===== config.mk =====
export PLATFORM = sky130hd
export DESIGN_NAME = button_debounce_pulse
export DESIGN_NICKNAME = d
export VERILOG_FILES = /design/src/rtl/button_debounce_pulse_pkg.sv /design/src/rtl/sync_2ff.sv /design/src/rtl/button_debounce_pulse.sv
export SDC_FILE = /design/constraint.sdc
export NUM_CORES = 1
export LEC_CHECK = 0
export BUFFER_PORTS_ARGS = -buffer_cell sky130_fd_sc_hd__buf_2
export CELL_PAD_IN_SITES_DETAIL_PLACEMENT = 1
export CELL_PAD_IN_SITES_GLOBAL_PLACEMENT = 1
export CORE_AREA = 2 2 60 62
export DETAILED_ROUTE_END_ITERATION = 10
export DIE_AREA = 0 0 62 64
export PLACE_DENSITY = 0.8
export SLEW_MARGIN = 30
export SYNTH_ARGS = -nofsm -noshare
export SYNTH_HDL_FRONTEND = slang
export SYNTH_SLANG_ARGS = --single-unit

===== constraint.sdc =====
create_clock -name i_clk -period 1.7 [get_ports i_clk]
set_input_delay 0.085 -clock i_clk [delete_from_list [all_inputs] [get_ports i_clk]]
set_output_delay 0.085 -clock i_clk [all_outputs]
set_load 0.02 [all_outputs]

===== src/rtl/button_debounce_pulse_pkg.sv =====
// Shared reaction-timer definitions: debounce FSM encodings, board debounce
// constant and the registered output bundle.
package button_debounce_pulse_pkg;

  // 10 ms at the 100 MHz board clock.
  localparam int BOARD_DB_CYCLES = 1000000;

  localparam logic [1:0] ST_ZERO  = 2'd0;
  localparam logic [1:0] ST_WAIT1 = 2'd1;
  localparam logic [1:0] ST_ONE   = 2'd2;
  localparam logic [1:0] ST_WAIT0 = 2'd3;

  typedef struct packed {
    logic level;
    logic press;
    logic rel;
  } db_out_t;

  // Debounced level is high in ONE and WAIT0, which both have the top bit set.
  function automatic logic st_level(input logic [1:0] st);
    return st[1];
  endfunction

endpackage


===== src/rtl/sync_2ff.sv =====
// Two-flop synchronizer for asynchronous board inputs; only o_q may be used
// downstream.
module sync_2ff (
  input  logic i_clk,
  input  logic i_reset,
  input  logic i_d,
  output logic o_q
);

  logic meta;

  always_ff @(posedge i_clk) begin
    if (i_reset) begin
      meta <= 1'b0;
      o_q  <= 1'b0;
    end else begin
      meta <= i_d;
      o_q  <= meta;
    end
  end

endmodule


===== src/rtl/button_debounce_pulse.sv =====
// Pushbutton debouncer: synchronizes the raw level, accepts a change only
// after DB_CYCLES stable cycles, and emits one-cycle press/release pulses.
module button_debounce_pulse
  import button_debounce_pulse_pkg::*;
#(
  parameter int DB_CYCLES = BOARD_DB_CYCLES,
  parameter int CNT_W     = 20
) (
  input  logic i_clk,
  input  logic i_reset,
  input  logic i_btn,
  output logic o_level,
  output logic o_press,
  output logic o_release
);

  localparam logic [CNT_W-1:0] CNT_LAST = CNT_W'(DB_CYCLES - 1);

  logic             sync;
  logic [1:0]       state, state_nxt;
  logic [CNT_W-1:0] cnt, cnt_nxt;
  db_out_t          out_q, out_nxt;

  sync_2ff u_sync (
    .i_clk   (i_clk),
    .i_reset (i_reset),
    .i_d     (i_btn),
    .o_q     (sync)
  );

  always_comb begin
    state_nxt = state;
    cnt_nxt   = cnt;
    out_nxt   = '0;
    case (state)
      ST_ZERO: if (sync) begin
        state_nxt = ST_WAIT1;
        cnt_nxt   = '0;
      end
      ST_WAIT1: begin
        if (!sync) begin
          state_nxt = ST_ZERO;
        end else if (cnt == CNT_LAST) begin
          state_nxt     = ST_ONE;
          out_nxt.press = 1'b1;
        end else begin
          cnt_nxt = cnt + CNT_W'(1);
        end
      end
      ST_ONE: if (!sync) begin
        state_nxt = ST_WAIT0;
        cnt_nxt   = '0;
      end
      ST_WAIT0: begin
        if (sync) begin
          state_nxt = ST_ONE;
        end else if (cnt == CNT_LAST) begin
          state_nxt   = ST_ZERO;
          out_nxt.rel = 1'b1;
        end else begin
          cnt_nxt = cnt + CNT_W'(1);
        end
      end
      default: begin
        state_nxt = ST_ZERO;
        cnt_nxt   = '0;
      end
    endcase
    // Level is registered from the next state so it rises with o_press.
    out_nxt.level = st_level(state_nxt);
  end

  always_ff @(posedge i_clk) begin
    if (i_reset) begin
      state <= ST_ZERO;
      cnt   <= '0;
      out_q <= '0;
    end else begin
      state <= state_nxt;
      cnt   <= cnt_nxt;
      out_q <= out_nxt;
    end
  end

  assign o_level   = out_q.level;
  assign o_press   = out_q.press;
  assign o_release = out_q.rel;

endmodule


* After elaboration in Yosys (flattened, before gate mapping)
Index checks and enable logic that the tools add are counted.
** Storage, ports and cells
- Memories :: 0
- Output and inout bits :: 3
- Logic and storage cells :: 40
- Register bits :: 26
- Memory bits (writable) :: 0
- Bits of input ports :: 3
- Bits in read-only memories :: 0
- Bits in latches :: 0
** Operators by class
- Eq/ne operators :: 10
- Add/sub/neg operators :: 1
- $lt $le $gt $ge :: 0
- Reduce and logical (&&, ||, !) cells :: 5
- Multiplexer cells :: 14
- Multiply operators :: 0
- Bitwise operators :: 3
- Shift-type cells :: 0
- Div/mod/pow operators :: 0
** Operators with widths (number)
- $mux 20 :: 5
- $pmux 20 s4 :: 1
- $add 20x1->20 const B :: 1
- $eq 20x20->1 const B :: 1
- $mux 2 :: 6
- $pmux 2 s4 :: 1
- $reduce_and 4->1 :: 2
- $reduce_or 3->1 :: 2
- $eq 2x2->1 const B :: 2
- $ne 2x1->1 const B :: 2
- $ne 2x2->1 const B :: 2
- $ne 3x2->1 const B :: 1
- $ne 3x3->1 const B :: 1
- $not 1->1 :: 3
- $eq 2x1->1 const B :: 1
- $logic_not 2->1 :: 1
- $mux 1 :: 1

* Depth between registers and ports, before layout
Gate-level depths: netlist of the first run.
- Word-level depth :: 4
- Gate-level depth with buffers :: 8
- Depth with buffers taken out :: 6

* Cells and area by module
From an unflattened synthesis of the first run, not the netlist that was laid out.
** Second synthesis, totals
- Cell total of the unflattened synthesis :: 156
- Area, all modules :: 1333.8 sq um
** Modules (own cells, without submodules)
- button_debounce_pulse :: area an instance 1281.2 sq um, instances 1, seq. area each 480.5 sq um, cells an instance 152
- sync_2ff :: area an instance 52.6 sq um, instances 1, seq. area each 40.0 sq um, cells an instance 4

* Least setup slack after synthesis of the first run
Ideal clock, no wire load.
- Path kind :: reg2reg
- From :: register with a tool-made name
- To :: register cnt[2]
- Required time :: 1.641 ns
- Period minus slack after synthesis :: 1.713 ns
- Data arrival time :: 1.654 ns
- Stages on the path, launching flop included :: 6
- Library setup time :: 0.059 ns
- Path buffers :: 1
- Path slack :: -0.013 ns
- Path through :: dfxtp_1 > xor2_2 > a21o_2 > clkbuf_1 > or4_1 > nand2_1
** RTL lines
- end signal: assignment :: line button_debounce_pulse.sv:80 : cnt <= cnt_nxt;
- end: declaration :: line button_debounce_pulse.sv:21 : logic [CNT_W-1:0] cnt, cnt_nxt;

* Final worst setup path of the first run
- From :: register cnt[0]
- To :: register cnt[0]
** Between the ends
- Longest elaborated chain between the ends :: 4
- Elaborated cells on any way between the ends :: 6
- Classes of those cells :: 1 x add/sub; 1 x eq/ne; 4 x mux
** RTL lines
- $add 20x1->20 or $eq 20x20->1 (tied branches)
- $mux 20 (*) :: line button_debounce_pulse.sv:43, button_debounce_pulse.sv:57
- $mux 20 (on tied branches) :: line button_debounce_pulse.sv:55, button_debounce_pulse.sv:41
- $pmux 20 s4 (*) :: line button_debounce_pulse.sv:35 : case (state)
Mark *: on every way between the ends. The rest lies on a longest branch, timed or not. The select of a mux whose other input is x is not followed.
A chain may end at the register's enable or synchronous reset.

==> impl_results.md, run 1 <==
* Outcome: finished with violations
* Failing checks: setup timing
* Metal2 WL at about 2300 µm
* H-tree lvl count at 1
* Number of synthesized flops with an enable pin at 0
* Fin. Hold Viols at 0
* Syn_area_per_cell at 8.99 µm²
* Largest net degree at the start of global routing at 17
* Pwr/cell area at 603 nW/µm²
* Reg2reg start: cnt[0]$_SDFFE_PP0P_
* Core region area at 3280 µm²
* Mapped Cells at 144
* TritonCTS clock tree: done
* Total power at 1.10 mW
* Starting Density at 39.4%
* Final wirelength at 4350 µm
* Number of global-route vias before repair at 1319
* Most frequent cell after synthesis: dfxtp_1
* Total Routing Usage GR at a little over a fifth
* Synth Warn # at 0
* Seq/Total Area, Yosys at 40.2%
* Initial DRC Count at between 40 and 50
* Port Buffer Count at 5
* Drt first pass iters at 4
* Pleak at 0.680 nW
* Yosys cell types at 42
* Fraction of layout instances using a drive strength above 1 at a little under half
* Synth Cell Area at 1290 µm²
* Hold Path Class: input port to register
* WP data arrival at 2.06 ns
* Nets at 182
* Tcrit/Tclk final at 104%
* Crit path from: cnt[0]$_SDFFE_PP0P_
* Worst Setup End Kind: register
* Vias per inst at 5.74
* Max-cap check violation count at 0
* Area Growth Syn to Fin at 41.4%
* Most used DFF post-synth: dfxtp_1
* Area contributors post-synth: dfxtp_1, a31oi_1, nand2_1
* Worst-Skew Late Latency at 0.34 ns
* Hold path startpoint: i_reset
* Yosys top cell area share at 40.2%
* CTS buffer count at 3
* Tmin final at about 1.8 ns
* Final GP Congestion at 0.816
* Async SR Flop Fraction at 0%
* Crit path kind: register to register
* Clock Sinks at 26
* #FFs+latches synth at 26
* Number of top-level pins at 6
* Worst-path fanout max at 3
* Post-DP HPWL at 2700 µm
* M1 WL at 1720 µm
* Initial antenna violation count at 0
* DRC violations left at 0
* First-pass GRT wire length at 6450 µm
* Syn nets at 148
* RSZ-0062 raised after global routing: true
* Clk root buf: clkbuf_4
* Die ar. at 3970 µm²
* Final slew viol count at 0
* Via count at 1279
* Core Rows at 21
* Worst-Margin Slew at 0.379 ns
* VDD IR max at ~0.36 mV
* Die Span X at approximately 62 µm
* Clock Tree Buf Depth at 2
* # diodes at 0
* WL/cell at 19.5 µm
* Die H at 64 µm
* Final ANT Viol Nets at 0
* Achievable frequency at 0.567 GHz
* Clk_skew at 0.00862 ns
* Setup ws final at -0.0622 ns
* Finish-stage setup viols at 6
* Setup TNS at -0.191 ns
* Synth area leader: dfxtp_1
* Highest Signal Layer: met4
* CP Launch Type: register
* Worst Path Required at 2.00 ns
* Overflow after GRT at 0
* Slew margin rel. at 74.7%
* Most frequent cells after synthesis: dfxtp_1, nand2_1, a31oi_1, nand3_1
* WL met3 at 117 µm
* Clock transition at path regs at 0.15 ns
-- report_power, final --
part / leakage [nW] / switching, mW / total [mW] / internal [mW]
sequential: 0.214 / 0.00222 / 0.613 / 0.611
clock: 0.0279 / 0.197 / 0.436 / 0.239
combinational: 0.438 / 0.0321 / 0.0549 / 0.0228
total: 0.680 / 0.231 / 1.10 / 0.873
-- per-stage QoR --
| step | std cells | area, µm² | hold slack [ns] | util, % | setup slack, ns |
|---|---|---|---|---|---|
| after floorplan | 144 | 1300 | 0.213 | - | 0.0346 |
| after global placement | 215 | 1550 | 0.319 | 47.3 | -0.0456 |
| after detailed placement | 215 | 1550 | 0.323 | 47.3 | -0.150 |
| after CTS | 223 | 1680 | 0.0596 | 51.3 | -0.0793 |
| after global routing | 223 | 1830 | 0.0576 | 55.8 | -0.101 |
| final | 223 | 1830 | 0.0572 | 55.8 | -0.0622 |
-- cells in the final DEF, fill, tap and decap left out, types with 5 or more instances in the layout --
cell type,netlist,final
a21oi_1,7,6
a31oi_1,11,5
a31oi_2,1,5
buf_2,3,5
buf_4,1,28
dfxtp_1,26,18
dfxtp_2,0,7
nand2_1,14,14
nand3_1,8,7
nor2_1,7,7
-- area by class of cell --
cell class | instances | area (µm²)
sequential | 26 | 533
timing repair buffer | 38 | 299
fill | 374 | 1450
inverter | 2 | 7.51
multi-input combinational | 107 | 882
tap | 46 | 57.6
clock buffer | 3 | 22.5
clock inverter | 1 | 30.0
-- logic make-up after synthesis --
group | count (synthesis) | share of synthesized area, %
muxes | 3 | 2.42
adders and majority gates | 1 | 0.966
xor gates and xnor gates | 6 | 4.64
and+or+nand+nor | 65 | 30.0
DFF | 26 | 40.2
buffers and inverters | 11 | 4.93
AOI/OAI and AO/OA | 32 | 16.9
-- sequential cells by signal, summed over array words and instances, names as in the netlist, named ones only --
register,count
u_sync.meta,1
o_release,1
cnt,20
o_press,1
u_sync.o_q,1
state,1
-- repair_timing --
action | CTS | global route
buffers inserted | 3 | 0
endpoints found under the hold margin | 1 | 0
cloned | 0 | 0
pin swaps | 4 | 9
hold buffers | 1 | 0
gates resized for setup | 12 | 32
endpoints found under the setup margin | 19 | 18
-- final timing paths --
path | slack (ns) | cells after the start | end
min reg2reg | 0.46 | 1 | u_sync.o_q$_SDFF_PP0_
min | 0.06 | 2 | register
max reg2reg | -0.06 | 6 | cnt[0]$_SDFFE_PP0P_
max | -0.06 | 6 | cnt[0]$_SDFFE_PP0P_
-- worst max-delay path, cell delays in order, from the launching register on --
cell and delay, ns:
dfxtp_2 0.40, ha_4 0.14, and4_4 0.23, nand4_1 0.15
or4_4 0.49, o21ai_4 0.11, mux2_4 0.18
-- per-layer routing --
| layer | track usage [%] | vias up |
|---|---|---|
| met5 | 0 | - |
| met2 | 37.4 | 29 |
| met4 | 9.31 | 0 |
| li1 | - | 602 |
| met3 | 2.43 | 18 |
| met1 | 25.9 | 630 |
(Power assumes the default switching activity.)
==> inputs of run 2 (changes only) <==
CORE_AREA = 2 2 49 74   (was 2 2 60 62)
DIE_AREA = 0 0 51 76   (was 0 0 62 64)
PLACE_DENSITY = 0.81   (was 0.8)
==> impl_results.md, run 2 (synthesis gave the netlist of run 1 again) <==
* Final ANT Viol Nets at 0 (unchanged)
* Number of top-level pins at 6 (unchanged)
* Via count at 1275 (was 1279)
* Fillers at 366 (was 374)
* VDD IR max at 0.473 mV (was 0.356 mV)
* M1 WL at 1520 µm (was 1720 µm)
* FF-to-FF End: cnt[0]$_SDFFE_PP0P_ (unchanged)
* Tcrit/Tclk final at 99.5% (was 104%)
* Clock Tree Buf Depth at 2 (unchanged)
* Worst-Margin Slew at 0.342 ns (was 0.379 ns)
* Crit path from: cnt[5]$_SDFFE_PP0P_ (was cnt[0]$_SDFFE_PP0P_)
* Worst setup endpoint: cnt[0]$_SDFFE_PP0P_ (unchanged)
* Total Routing Usage GR at 23.1% (was 21.6%)
* Port Buffer Count at 5 (unchanged)
* Worst r2r path cells at 5 (was 6)
* # diodes at 0 (unchanged)
* H-tree lvl count at 1 (unchanged)
* Tmin final at 1.69 ns (was 1.76 ns)
* Final slew viol count at 0 (unchanged)
* Core Rows at 26 (was 21)
* Final wirelength at 4230 µm (was 4350 µm)
* Hold Path Class: input port to register (unchanged)
* Nets at 181 (was 182)
* Comb pwr share at 5.3% (was 5.0%)
* Worst Path Required at 1.92 ns (was 2.00 ns)
* Total power at 1.03 mW (was 1.10 mW)
* RSZ-0062 raised after global routing: true (unchanged)
* Achievable frequency at 0.591 GHz (was 0.567 GHz)
* Outcome: complete, no violations (was finished with violations)
* Area Growth Syn to Fin at 35.6% (was 41.4%)
* Die ar. at 3880 µm² (was 3970 µm²)
* Initial antenna violation count at 0 (unchanged)
* Fin. Hold Viols at 0 (unchanged)
* WL met3 at 68 µm (was 117 µm)
* Finish-stage setup viols at 0 (was 6)
* Cts hold-fix bufs at 0 (was 1)
* Sw frac at 23.3% (was 21.0%)
* Drt first pass iters at 4 (unchanged)
* Worst-path fanout max at 5 (was 3)
* Slew margin rel. at 77.0% (was 74.7%)
* Overflow after GRT at 0 (unchanged)
* Internal Power at 786 µW (was 873 µW)
* Final GP Congestion at 0.824 (was 0.816)
* Highest Signal Layer: met4 (unchanged)
* CTS buffer count at 3 (unchanged)
* Crit path kind: register to register (unchanged)
* Post-DP HPWL at 3050 µm (was 2700 µm)
* Core region area at 3290 µm² (was 3280 µm²)
* Fraction of layout instances using a drive strength above 1 at 44.6% (was 45.2%)
* WL/cell at 19.5 µm (about the same)
* Clock Sinks at 26 (unchanged)
* Clock network power share at 35.5% (was 39.5%)
* Setup TNS at 0 ns (was -0.191 ns)
* Initial DRC Count at 24 (was 45)
* Clk root buf: clkbuf_8 (was clkbuf_4)
* Sequential Power Share at 59.2% (was 55.5%)
* Largest net degree at the start of global routing at 14 (was 17)
* Switching pwr at 239 µW (was 231 µW)
* CP Launch Type: register (unchanged)
* Pleak at 0.663 nW (was 0.680 nW)
* Max-cap check violation count at 0 (unchanged)
* Reg area at 543 µm² (was 533 µm²)
* Metal2 WL at 2450 µm (was 2290 µm)
* Reg2reg start: cnt[5]$_SDFFE_PP0P_ (was cnt[0]$_SDFFE_PP0P_)
* Worst Setup End Kind: register (unchanged)
* Register-to-register setup slack at 0.009 ns (was -0.06 ns)
* Starting Density at 39.4% (about the same)
* Most frequent cells in the layout: buf_4, dfxtp_1, nand2_1, a31oi_1, nand3_1 (was buf_4, dfxtp_1, nand2_1)
* Worst-Skew Late Latency at 0.28 ns (was 0.34 ns)
* WP data arrival at 1.91 ns (was 2.06 ns)
* First-pass GRT wire length at 6780 µm (was 6450 µm)
* Top reg by flops: cnt (unchanged)
* DRC violations left at 0 (unchanged)
* Clock transition at path regs at 0.10 ns (was 0.15 ns)
* Max reg flops at 20 (unchanged)
* TritonCTS clock tree: done (unchanged)
* Final core occ at 53.4% (was 55.8%)
* Die Span X at 51 µm (was 62 µm)
* Most common cell after layout, fill and taps aside: buf_4 (unchanged)
* Area occupied by multi-input gates at 833 µm² (was 882 µm²)
* Vias per inst at 5.88 (was 5.74)
* Die H at 76 µm (was 64 µm)
* Number of global-route vias before repair at 1428 (was 1319)
* Clk_skew at 0.00728 ns (was 0.00862 ns)
* Pwr/cell area at 584 nW/µm² (was 603 nW/µm²)
==> run 2: per-stage QoR <==
stage	std cells	worst slack (ns)	cell area, µm²	hold WS [ns]
4_1_cts	217	-0.0151	1660	0.0252
3_5_place_dp	213	-0.0591	1560	0.308
2_1_floorplan	144	0.0346	1300	0.213
5_1_grt	217	-0.0385	1760	0.0169
3_3_place_gp	213	-0.0120	1560	0.311
6_report	217	0.00889	1760	0.0283
==> run 2: worst min path at each step <==
stage / slack, ns / end / cells after the start / from
6_report: 0.03 / u_sync.meta$_SDFF_PP0_ / 2 / i_btn
3_5_place_dp: 0.31 / u_sync.meta$_SDFF_PP0_ / 2 / i_btn
4_1_cts: 0.03 / u_sync.meta$_SDFF_PP0_ / 2 / i_btn
3_3_place_gp: 0.31 / u_sync.meta$_SDFF_PP0_ / 2 / i_btn
2_1_floorplan: 0.21 / u_sync.meta$_SDFF_PP0_ / 1 / i_btn
5_1_grt: 0.02 / u_sync.meta$_SDFF_PP0_ / 2 / i_btn
==> run 2: repair_timing <==
action	CTS	global route
pin swaps	4	5
setup buffers	1	1
hold endpoints to repair	0	0
setup endpoints to repair	14	19
resized for setup	15	26
==> run 2: worst max-delay path, cell delays in order, from the launching register on <==
cell	delay, ns
dfxtp_4	0.38
nand2_1	0.08
or3_1	0.36
or4_4	0.55
o21ai_4	0.10
mux2_2	0.17
==> run 2: power by group through the flow <==
stage | registers, mW | clock network (mW) | logic (mW)
2_1_floorplan | 0.628 | 0 | 0.0272
3_3_place_gp | 0.627 | 0 | 0.0461
3_5_place_dp | 0.628 | 0 | 0.0487
4_1_cts | 0.613 | 0.358 | 0.0512
5_1_grt | 0.608 | 0.392 | 0.0580
6_report | 0.607 | 0.364 | 0.0545
==> run 2: area by class of cell <==
type | instances | area share, %
Clock buffer | 3 | 2.35
Inverter | 2 | 0.428
Multi-Input combinational cell | 107 | 47.5
Sequential cell | 26 | 30.9
Tap cell | 42 | 2.99
Timing Repair Buffer | 37 | 15.8
==> run 2: routing by layer <==
metal | GRT usage [%] | vias up
li1 | - | 605
met3 | 2.16 | 15
met5 | 0 | -
met1 | 22.2 | 630
met4 | 14.3 | 0
met2 | 44.0 | 25
